==> config.mk <==
export PLATFORM = sky130hd
export DESIGN_NAME = stb_trace_buffer
export DESIGN_NICKNAME = d
export VERILOG_FILES = /design/src/rtl/stb_pkg.sv /design/src/rtl/stb_ring_fifo.sv /design/src/rtl/stb_trace_buffer.sv
export SDC_FILE = /design/constraint.sdc
export NUM_CORES = 2
export LEC_CHECK = 0
export CORE_UTILIZATION = 34
export DETAILED_ROUTE_END_ITERATION = 6
export GPL_ROUTABILITY_DRIVEN = 0
export PLACE_DENSITY_LB_ADDON = 0.08
export SLEW_MARGIN = 20
export SYNTH_ARGS = -nofsm -noshare
export SYNTH_HDL_FRONTEND = slang
export SYNTH_SLANG_ARGS = --single-unit
==> constraint.sdc <==
create_clock -name CLK_I -period 5.3 [get_ports CLK_I]
set_input_delay 0.53 -clock CLK_I [delete_from_list [all_inputs] [get_ports CLK_I]]
set_output_delay 0.53 -clock CLK_I [all_outputs]
set_load 0.03 [all_outputs]
==> src/rtl/stb_pkg.sv <==
// Shared definitions for the STB trace buffer: control/status bit positions
// and the capture state encoding reported in status[5:4].
package stb_pkg;

  localparam int STB_CTRL_ENABLE = 0;
  localparam int STB_CTRL_CLEAR  = 1;
  localparam int STB_CTRL_STOP   = 2;
  localparam int STB_CTRL_ARM    = 3;

  localparam int STB_STAT_EMPTY     = 0;
  localparam int STB_STAT_FULL      = 1;
  localparam int STB_STAT_OVERFLOW  = 2;
  localparam int STB_STAT_TRIGGERED = 3;
  localparam int STB_STAT_STATE_LSB = 4;
  localparam int STB_STAT_QUART_LSB = 6;

  typedef enum logic [1:0] {
    STB_OFF    = 2'd0,
    STB_RUN    = 2'd1,
    STB_POST   = 2'd2,
    STB_FROZEN = 2'd3
  } stb_state_e;

endpackage

==> src/rtl/stb_ring_fifo.sv <==
// Circular word store with show-ahead read; a push into a full ring without
// a pop overwrites the oldest entry. Clear wins over a same-cycle push/pop.
module stb_ring_fifo #(
  parameter int DEPTH = 64,
  parameter int WIDTH = 32
) (
  input  logic                     clk,
  input  logic                     rst,
  input  logic                     clear,
  input  logic                     push,
  input  logic [WIDTH-1:0]         push_data,
  input  logic                     pop,
  output logic [WIDTH-1:0]         rd_data,
  output logic                     empty,
  output logic                     full,
  output logic [$clog2(DEPTH):0]   level
);

  localparam int AW = $clog2(DEPTH);

  logic [WIDTH-1:0] mem [DEPTH];
  logic [AW-1:0]    wr_ptr;
  logic [AW-1:0]    rd_ptr;
  logic [AW:0]      level_q;
  logic             do_pop;
  logic             overwrite;

  assign empty     = (level_q == '0);
  assign full      = (level_q == (AW+1)'(DEPTH));
  assign level     = level_q;
  assign rd_data   = mem[rd_ptr];
  assign do_pop    = pop && !empty;
  assign overwrite = push && full && !do_pop;

  always_ff @(posedge clk) begin
    if (push && !clear && !rst) begin
      mem[wr_ptr] <= push_data;
    end
  end

  always_ff @(posedge clk) begin
    if (rst || clear) begin
      wr_ptr  <= '0;
      rd_ptr  <= '0;
      level_q <= '0;
    end else begin
      if (push) begin
        wr_ptr <= wr_ptr + AW'(1);
      end
      // Overwrite drags the read pointer along so the oldest word is lost.
      if (do_pop || overwrite) begin
        rd_ptr <= rd_ptr + AW'(1);
      end
      if (!overwrite) begin
        level_q <= level_q + (AW+1)'(push) - (AW+1)'(do_pop);
      end
    end
  end

endmodule

==> src/rtl/stb_trace_buffer.sv <==
// Trace buffer in front of one DTM STB channel: capture state machine,
// post-trigger countdown, trace/inject push arbitration and status byte.
module stb_trace_buffer
  import stb_pkg::*;
#(
  parameter int DEPTH         = 64,
  parameter int DATA_WIDTH    = 32,
  parameter int CONTROL_WIDTH = 8,
  parameter int STATUS_WIDTH  = 8,
  parameter int POST_TRIGGER  = 16
) (
  input  logic                     CLK_I,
  input  logic                     RST_I,
  input  logic                     TRACE_VALID_I,
  input  logic [DATA_WIDTH-1:0]    TRACE_DATA_I,
  input  logic                     TRIGGER_I,
  input  logic                     CONTROL_VALID_I,
  output logic                     CONTROL_READY_O,
  input  logic [CONTROL_WIDTH-1:0] CONTROL_I,
  output logic                     STATUS_VALID_O,
  input  logic                     STATUS_READY_I,
  output logic [STATUS_WIDTH-1:0]  STATUS_O,
  output logic                     DATA_VALID_O,
  input  logic                     DATA_READY_I,
  output logic [DATA_WIDTH-1:0]    DATA_O,
  input  logic                     INJECT_VALID_I,
  output logic                     INJECT_READY_O,
  input  logic [DATA_WIDTH-1:0]    INJECT_I
);

  localparam int AW = $clog2(DEPTH);
  localparam int CW = $clog2(POST_TRIGGER + 1);

  // Handshakes: a transfer happens on a rising edge where valid && ready are
  // both high; valid never waits on ready, and status reads have no effect.
  logic                    ready_q;
  stb_state_e              state_q, state_d;
  logic [CW-1:0]           post_cnt_q, post_cnt_d;
  logic                    stop_q, arm_q, overflow_q, triggered_q;
  logic [STATUS_WIDTH-1:0] status_q, status_d;

  logic [DATA_WIDTH-1:0]   fifo_rd_data;
  logic                    fifo_empty, fifo_full;
  logic [AW:0]             fifo_level;

  logic ctrl_acc, ctrl_clear, capturing, pop, stop_drop, trace_push;
  logic inj_push, push, wrap_ovf, trig_hit;
  logic [1:0] quart;
  logic lint_unused;

  assign lint_unused = ^{STATUS_READY_I, CONTROL_I[CONTROL_WIDTH-1:4]};

  assign ctrl_acc   = CONTROL_VALID_I && ready_q;
  assign ctrl_clear = ctrl_acc && CONTROL_I[STB_CTRL_CLEAR];
  assign capturing  = (state_q == STB_RUN) || (state_q == STB_POST);
  assign pop        = !fifo_empty && DATA_READY_I;
  // Stop mode never overwrites: an unpoppable trace word freezes capture.
  assign stop_drop  = capturing && TRACE_VALID_I && stop_q && fifo_full && !pop;
  assign trace_push = capturing && TRACE_VALID_I && !stop_drop;
  assign INJECT_READY_O = ready_q && !(capturing && TRACE_VALID_I) && !(fifo_full && stop_q);
  assign inj_push   = INJECT_VALID_I && INJECT_READY_O;
  assign push       = trace_push || inj_push;
  assign wrap_ovf   = push && fifo_full && !pop;
  assign trig_hit   = (state_q == STB_RUN) && arm_q && TRIGGER_I;

  assign CONTROL_READY_O = ready_q;
  assign STATUS_VALID_O  = ready_q;
  assign STATUS_O        = status_q;
  assign DATA_VALID_O    = !fifo_empty;
  assign DATA_O          = fifo_empty ? '0 : fifo_rd_data;

  stb_ring_fifo #(.DEPTH(DEPTH), .WIDTH(DATA_WIDTH)) u_fifo (
    .clk       (CLK_I),
    .rst       (RST_I),
    .clear     (ctrl_clear),
    .push      (push),
    .push_data (trace_push ? TRACE_DATA_I : INJECT_I),
    .pop       (pop),
    .rd_data   (fifo_rd_data),
    .empty     (fifo_empty),
    .full      (fifo_full),
    .level     (fifo_level)
  );

  always_comb begin
    state_d    = state_q;
    post_cnt_d = post_cnt_q;
    if (state_q == STB_POST && trace_push) begin
      post_cnt_d = post_cnt_q - CW'(1);
    end
    if (ctrl_acc) begin
      if (!CONTROL_I[STB_CTRL_ENABLE]) begin
        state_d = STB_OFF;
      end else if (state_q == STB_OFF || state_q == STB_FROZEN) begin
        state_d = STB_RUN;
      end
    end else if (trig_hit) begin
      // The trigger-cycle word already counts toward the post-trigger window.
      post_cnt_d = trace_push ? CW'(POST_TRIGGER - 1) : CW'(POST_TRIGGER);
      state_d    = (trace_push && POST_TRIGGER == 1) ? STB_FROZEN : STB_POST;
    end else if (state_q == STB_POST && trace_push && post_cnt_q <= CW'(1)) begin
      state_d = STB_FROZEN;
    end else if (stop_drop) begin
      state_d = STB_FROZEN;
    end
  end

  always_comb begin
    if (fifo_level >= (AW+1)'(3 * DEPTH / 4))  quart = 2'd3;
    else if (fifo_level >= (AW+1)'(DEPTH / 2)) quart = 2'd2;
    else if (fifo_level >= (AW+1)'(DEPTH / 4)) quart = 2'd1;
    else                                       quart = 2'd0;
    status_d = '0;
    status_d[STB_STAT_EMPTY]              = fifo_empty;
    status_d[STB_STAT_FULL]               = fifo_full;
    status_d[STB_STAT_OVERFLOW]           = overflow_q;
    status_d[STB_STAT_TRIGGERED]          = triggered_q;
    status_d[STB_STAT_STATE_LSB +: 2]     = state_q;
    status_d[STB_STAT_QUART_LSB +: 2]     = quart;
  end

  always_ff @(posedge CLK_I) begin
    if (RST_I) begin
      ready_q     <= 1'b0;
      state_q     <= STB_OFF;
      post_cnt_q  <= '0;
      stop_q      <= 1'b0;
      arm_q       <= 1'b0;
      overflow_q  <= 1'b0;
      triggered_q <= 1'b0;
      status_q    <= '0;
    end else begin
      ready_q    <= 1'b1;
      state_q    <= state_d;
      post_cnt_q <= post_cnt_d;
      status_q   <= status_d;
      if (ctrl_acc) begin
        stop_q <= CONTROL_I[STB_CTRL_STOP];
        arm_q  <= CONTROL_I[STB_CTRL_ARM];
      end
      if (ctrl_clear) begin
        overflow_q  <= 1'b0;
        triggered_q <= 1'b0;
      end else begin
        if (stop_drop || wrap_ovf) overflow_q  <= 1'b1;
        if (trig_hit && !ctrl_acc) triggered_q <= 1'b1;
      end
    end
  end

endmodule

=== Word level (Yosys, flattened, before mapping) ===
Memories as Yosys holds them, arrays and structs flattened. A register that Yosys moved wholly into a read port is not among the register bits.
Index checks and enable logic that the tools add are counted.

* Memories: 1
* Register bits: 39
* Logic and storage cells: 89
* Bits of input ports: 80
* RAM bits: 2048
* Output and inout bits: 44

{| class="wikitable"
|+ Memories
! memory !! words !! bits a word !! read ports !! clocked after memory_dff !! wr ports !! line !! source
|-
| u_fifo.mem || 64 || 32 || 1 || 1 || 1 || stb_ring_fifo.sv:21 || <nowiki>logic [WIDTH-1:0] mem [DEPTH];</nowiki>
|}

* Muxes and demuxes: 20
* Add/subtract/negate cells: 5
* Order comparisons: 4
* Reduce and logical (&&, ||, !) cells: 43
* Equal/unequal tests: 5

{| class="wikitable"
|+ Operators with widths
! operator !! number
|-
| 32-bit two-way mux || 2
|-
| 1-bit logical AND || 23
|-
| 5-bit two-way mux || 4
|-
| 2-bit two-way mux || 8
|-
| 7-bit by 6-bit >= comparator with 1-bit output, second input constant || 2
|-
| 6-bit by 1-bit adder with 6-bit output, second input constant || 2
|-
| 6-bit two-way mux || 2
|-
| 1-bit logical NOT || 9
|-
| 7-bit by 1-bit adder with 7-bit output || 1
|-
| 7-bit == test, second input constant || 1
|-
| 7-bit by 5-bit >= comparator with 1-bit output, second input constant || 1
|-
| 7-bit logical NOT || 1
|-
| 7-bit by 1-bit subtractor with 7-bit output || 1
|-
| 1-bit logical OR || 6
|-
| 5-bit by 1-bit <= comparator with 1-bit output, second input constant || 1
|-
| 5-bit by 1-bit subtractor with 5-bit output, second input constant || 1
|-
| 2-bit == test, second input constant || 2
|-
| 1-bit two-way mux || 4
|-
| 4-bit nonzero test || 1
|-
| 3-bit by 2-bit != test with 1-bit output, second input constant || 1
|-
| 2-bit by 1-bit == test with 1-bit output, second input constant || 1
|-
| 2-bit logical NOT || 1
|-
| 2-bit AND reduction || 1
|-
| 2-bit OR reduction || 1
|}

=== Logic depth before layout (Yosys ltp) ===
* Depth after elaboration: 14
* Gate-level depth with buffers: 17
* Mapped depth without buffers: 16

=== By module ===
From an unflattened synthesis, not the netlist that was laid out.

* Cells, all modules: 3729
* Area total of the unflattened synthesis: 80868.8 um2

{| class="wikitable"
|+ By module, submodules not included
! module !! seq. area each (um2) !! instances !! area each (um2) !! cells an instance
|-
| stb_ring_fifo || 61999.5 || 1 || 79328.6 || 3546
|-
| stb_trace_buffer || 400.4 || 1 || 1540.2 || 183
|}

=== Worst setup path after synthesis ===
OpenSTA, ideal clock, no wires.

* Kind: register to register
* From: reg state_q[0]
* To: mem u_fifo.mem[61][0] (enable)
* Data arrival time: 3243 ps
* Library setup time: 421 ps
* Required time: 4879 ps
* Stages on the path, launching flop included: 10
* Period minus slack after synthesis: 3664 ps
* Path slack: 1636 ps
* Cells stage by stage: dfxtp_1 -> inv_1 -> ha_1 -> nand2b_1 -> nand2_1 -> a22o_1 -> clkbuf_1 -> and3_1 -> nand3b_1 -> nor2_1

* Cells in the longest elaborated chain, start to end: 13

{| class="wikitable"
|+ RTL lines
! element !! line !! source
|-
| from (decl) || stb_trace_buffer.sv:37 || <nowiki>stb_state_e state_q, state_d;</nowiki>
|-
| from (signal assigned) || stb_trace_buffer.sv:134 || <nowiki>state_q <= state_d;</nowiki>
|-
| 2-bit by 1-bit == test with 1-bit output or 2-bit == test (tied branches) || stb_trace_buffer.sv:55 || <nowiki>assign capturing = (state_q == STB_RUN) || (state_q == STB_POST);</nowiki>
|-
| 1-bit logical OR (*) || stb_trace_buffer.sv:55 ||
|-
| 1-bit logical AND (*) || stb_trace_buffer.sv:58, stb_trace_buffer.sv:59, stb_trace_buffer.sv:60 ||
|-
| 1-bit logical AND (3 in series) || stb_trace_buffer.sv:58 || <nowiki>assign stop_drop = capturing && TRACE_VALID_I && stop_q && fifo_full && !pop;</nowiki>
|-
| 1-bit logical NOT || stb_trace_buffer.sv:59 || <nowiki>assign trace_push = capturing && TRACE_VALID_I && !stop_drop;</nowiki>
|-
| 1-bit logical AND || stb_trace_buffer.sv:59 ||
|-
| 1-bit logical OR (*) || stb_trace_buffer.sv:62 || <nowiki>assign push = trace_push || inj_push;</nowiki>
|-
| 1-bit logical AND (*) (2 in series) || stb_ring_fifo.sv:36 || <nowiki>if (push && !clear && !rst) begin</nowiki>
|-
| 1-bit two-way mux (*) || stb_ring_fifo.sv:36 ||
|-
| 1-bit two-way mux (not written as such) (*) || stb_ring_fifo.sv:37 || <nowiki>mem[wr_ptr] <= push_data;</nowiki>
|-
| to (decl) || stb_ring_fifo.sv:21 ||
|}

Every way passes the cells marked *; elsewhere a longest branch is shown, timed or not.

=== Worst setup path after layout ===
* From: reg u_fifo.level_q[4] (netlist: u_fifo.level[4])
* To: out DATA_O[10]

* Cells in the longest elaborated chain, start to end: 2

{| class="wikitable"
|+ RTL lines
! element !! line !! source
|-
| from (decl) || stb_ring_fifo.sv:24 || <nowiki>logic [AW:0] level_q;</nowiki>
|-
| from (signal assigned) || stb_ring_fifo.sv:55 || <nowiki>level_q <= level_q + (AW+1)'(push) - (AW+1)'(do_pop);</nowiki>
|-
| 7-bit logical NOT || stb_ring_fifo.sv:28 || <nowiki>assign empty = (level_q == '0);</nowiki>
|-
| 32-bit two-way mux || stb_trace_buffer.sv:70 || <nowiki>assign DATA_O = fifo_empty ? '0 : fifo_rd_data;</nowiki>
|-
| to (decl) || stb_trace_buffer.sv:25 || <nowiki>output logic [DATA_WIDTH-1:0] DATA_O,</nowiki>
|}

Every way passes these cells.

==> results.toml <==
[status]
status = "finished clean"

[cells_and_area]
final_cells = 7320
nNetsFinal = 4073
layout_common_cells = "edfxtp_1, mux4_2, clkbuf_16"
final_common_cell = "edfxtp_1"
area_growth_pct = 17.4
finalInstanceArea_um2 = 95000
drive_gt1_share_pct = 30.3

[synth]
synth_area_um2 = 80900
yosys_warnings = 0
syn_nets = 3673
synth_cell_types = 59
synth-seq-cells = 2093
ys_async_sr_fraction_pct = 0
ys.flop_type = "edfxtp_1"
yosysSeqAreaShare_pct = 77.1
synth.avg_cell_area_um2 = 22.7
syn_inst = 3572
synth_edf_count = 2048

[sta]
worst_pin_slew_ps = 1080
clock_skew_ps = 20.8
final_hold_viol_count = 0
setup_viol = 0
hold_ws_ps = 229
setup_tns_ps = 0
slew_violations = 0
rsz0062_at_grt = "no"
slew_headroom_pct = 28.2
max_freq_ghz = 0.193
period_minus_slack_ps = 5170
fin_crit_sh_pct = 97.6

[cts]
path_clk_slew_ps = 60
cts_buffers = 225
cts_tree = "built"
clock_latency_ps = 860
htreeDepth = 4
ctsHoldBuffers = 0
clockBufferDepth = 3
cts_sinks = 2093
cts-root-buf = "clkbuf_16"

[placement]
dpl_cell_area_um2 = 88100
numPortBuffers = 118
hpwlAfterDp_um = 134000
dpl.cell_count = 6891

[detailed_routing]
viasPerCell = 5.31
drt_first_iter_violations = 3984
wl_per_cell_um = 33.7
ant_nets = 0
wirelength_um = 246000
vias = 38900
dr.pass1.iters = 5
drc = 0

[setup_path]
start_kind = "register"
critPathArrivalTime_ps = 4640
reg2reg_setup_slack_ps = 1350
worstPathCellList = "inv_1 > ha_1 > nand4bb_1 > nor2_2 > inv_1 > o21ai_0 > a31oi_1 > o21ai_0 > a21oi_1 > clkdlybuf4s50_1"
crit_required_ps = 4770
cpPeakStageDelay_ps = 740
cp_slowest_cell = "clkdlybuf4s50_1"
crit_type = "register to primary output"
end_kind = "primary output"
cp_max_fo = 8

[global_routing]
antenna_found_initial = 21
track_usage_pct = 20.4
grt_overflow = 0
grt_pass1_wl_um = 337000
grt_pass1_vias = 40000
grt_max_degree = 65

[power_and_ir_drop]
p_sw_share_pct = 26.2
p_int_mw = 30.2
irDropWorstVdd_uv = 295
p_clk_share_pct = 36.1
power_switching_mw = 10.7
p_leak_nw = 28.8
p_comb_share_pct = 18.7
finalPower_mw = 40.8
p_per_area_nw_per_um2 = 430
p_seq_share_pct = 45.3

[floorplanning]
row_count = 178
dieArea_um2 = 240000
core_um2 = 236000
die_h_um = 490
start_util_pct = 34.3
pin_count = 124
dieWidth_um = 490

[hold_path]
hold_path.class = "primary input to register"

[flow_run]
drv_cap = 0
[cells in the mapped netlist, drive strengths merged, types with 2 or more instances]
library cell  instances  area (um2)
o211ai                3        22.5
o2111ai               2        17.5
and2                  8        50.1
a221oi               10        87.6
nand2                88         330
mux2                 45         507
xnor2                 7        61.3
edfxtp             2048       61500
nor3b                 4        30.0
a21o                  2        15.0
nor2b                24         150
ha                   20         250
mux4                576       13000
a211oi               39         293
o22ai                13        81.3
inv                  24        90.1
a22oi                 6        45.0
nand3                11        55.1
a2111oi               4        35.0
nand3b                8        60.1
clkinv                2        7.51
a32oi                 7        61.3
o221ai                2        17.5
nand2b                8        50.1
nand4                 4        25.0
dfxtp                45         901
nor3                  5        25.0
mux2i                81         811
o32ai                 4        35.0
nor2                129         484
o21bai                5        37.5
clkbuf               68         255
a21oi                55         275
o21ai                40         200
xor2                  8        70.1
a31oi                 9        56.3
or3b                  2        17.5
a311oi                3        26.3
and3                  9        56.3
buf                 128         723
[cells by family (layout without fill, tap and decap cells)]
kind of cell | count (synthesis) | after routing | synth area share [%]
AO/OA/AOI/OAI | 213 | 213 | 1.71
XOR/XNOR | 15 | 15 | 0.162
adder cells (fa/ha/maj) | 21 | 21 | 0.334
buffers and inverters | 222 | 812 | 1.33
flip-flops | 2093 | 2093 | 77.1
multiplexers | 702 | 702 | 17.7
other | 0 | 8 | 0
AND/OR/NAND/NOR | 306 | 306 | 1.71
[routing by layer]
metal / part of all wire, % / GRT usage, %
met4: 2.0 / 4.55
met5: 0 / 0
met3: 4.9 / 3.13
met1: 45 / 28.9
met2: 48 / 33.2
[area by class of cell]
class | count | area, um2
Antenna cell | 8 | 20.0
Clock buffer | 287 | 5940
Clock inverter | 130 | 857
Fill cell | 20800 | 141000
Inverter | 26 | 101
Multi-Input combinational cell | 1257 | 18000
Sequential cell | 2093 | 62400
Tap cell | 3150 | 3940
Timing Repair Buffer | 369 | 3770
[worst paths after layout]
kind	from	end	cells past startpoint
worst max-delay path	u_fifo.level[4]	DATA_O[10]	10
worst min-delay path	CONTROL_I[3]	arm_q	3
worst max register to register	state_q[0]	u_fifo.mem[22][29]	10
worst min register to register	triggered_q	STATUS_O[3]	1
[sequential cells by signal, indices dropped and copies added (netlist names), named ones only]
name / cells
STATUS_O: 8
CONTROL_READY_O: 1
stop_q: 1
overflow_q: 1
u_fifo.rd_ptr: 6
triggered_q: 1
u_fifo.wr_ptr: 6
u_fifo.level: 7
arm_q: 1
state_q: 2
post_cnt_q: 5
u_fifo.mem: 2048
[per-stage QoR]
step	utilization, %	setup WS [ps]
5_1_grt	40.3	28.9
6_report	40.3	129
3_5_place_dp	37.4	786
2_1_floorplan	-	1640
3_3_place_gp	37.3	772
4_1_cts	40.3	79.0
[power by group through the flow]
stage / sequential [mW] / combinational [mW] / clock (mW)
floorplan: 18.8 / 5.01 / 0
global placement: 18.9 / 7.70 / 0
detailed placement: 18.9 / 7.69 / 0
CTS: 18.5 / 7.80 / 15.1
global route: 18.5 / 8.14 / 15.7
finish: 18.5 / 7.62 / 14.7
[repair_timing]
action,in CTS,in global routing
resized for setup,1,0
setup endpoints to repair,7,0
setup buffers,3,0
[critical path: cells and delay by family, from the launching register on]
family          cells  cell delay (ps)
compound gates      4             1380
buf+inv             3             1490
fa+ha+maj           1              240
simple gates        2              270
flops               1              380
Note: power is estimated with default switching activity, not from simulation.
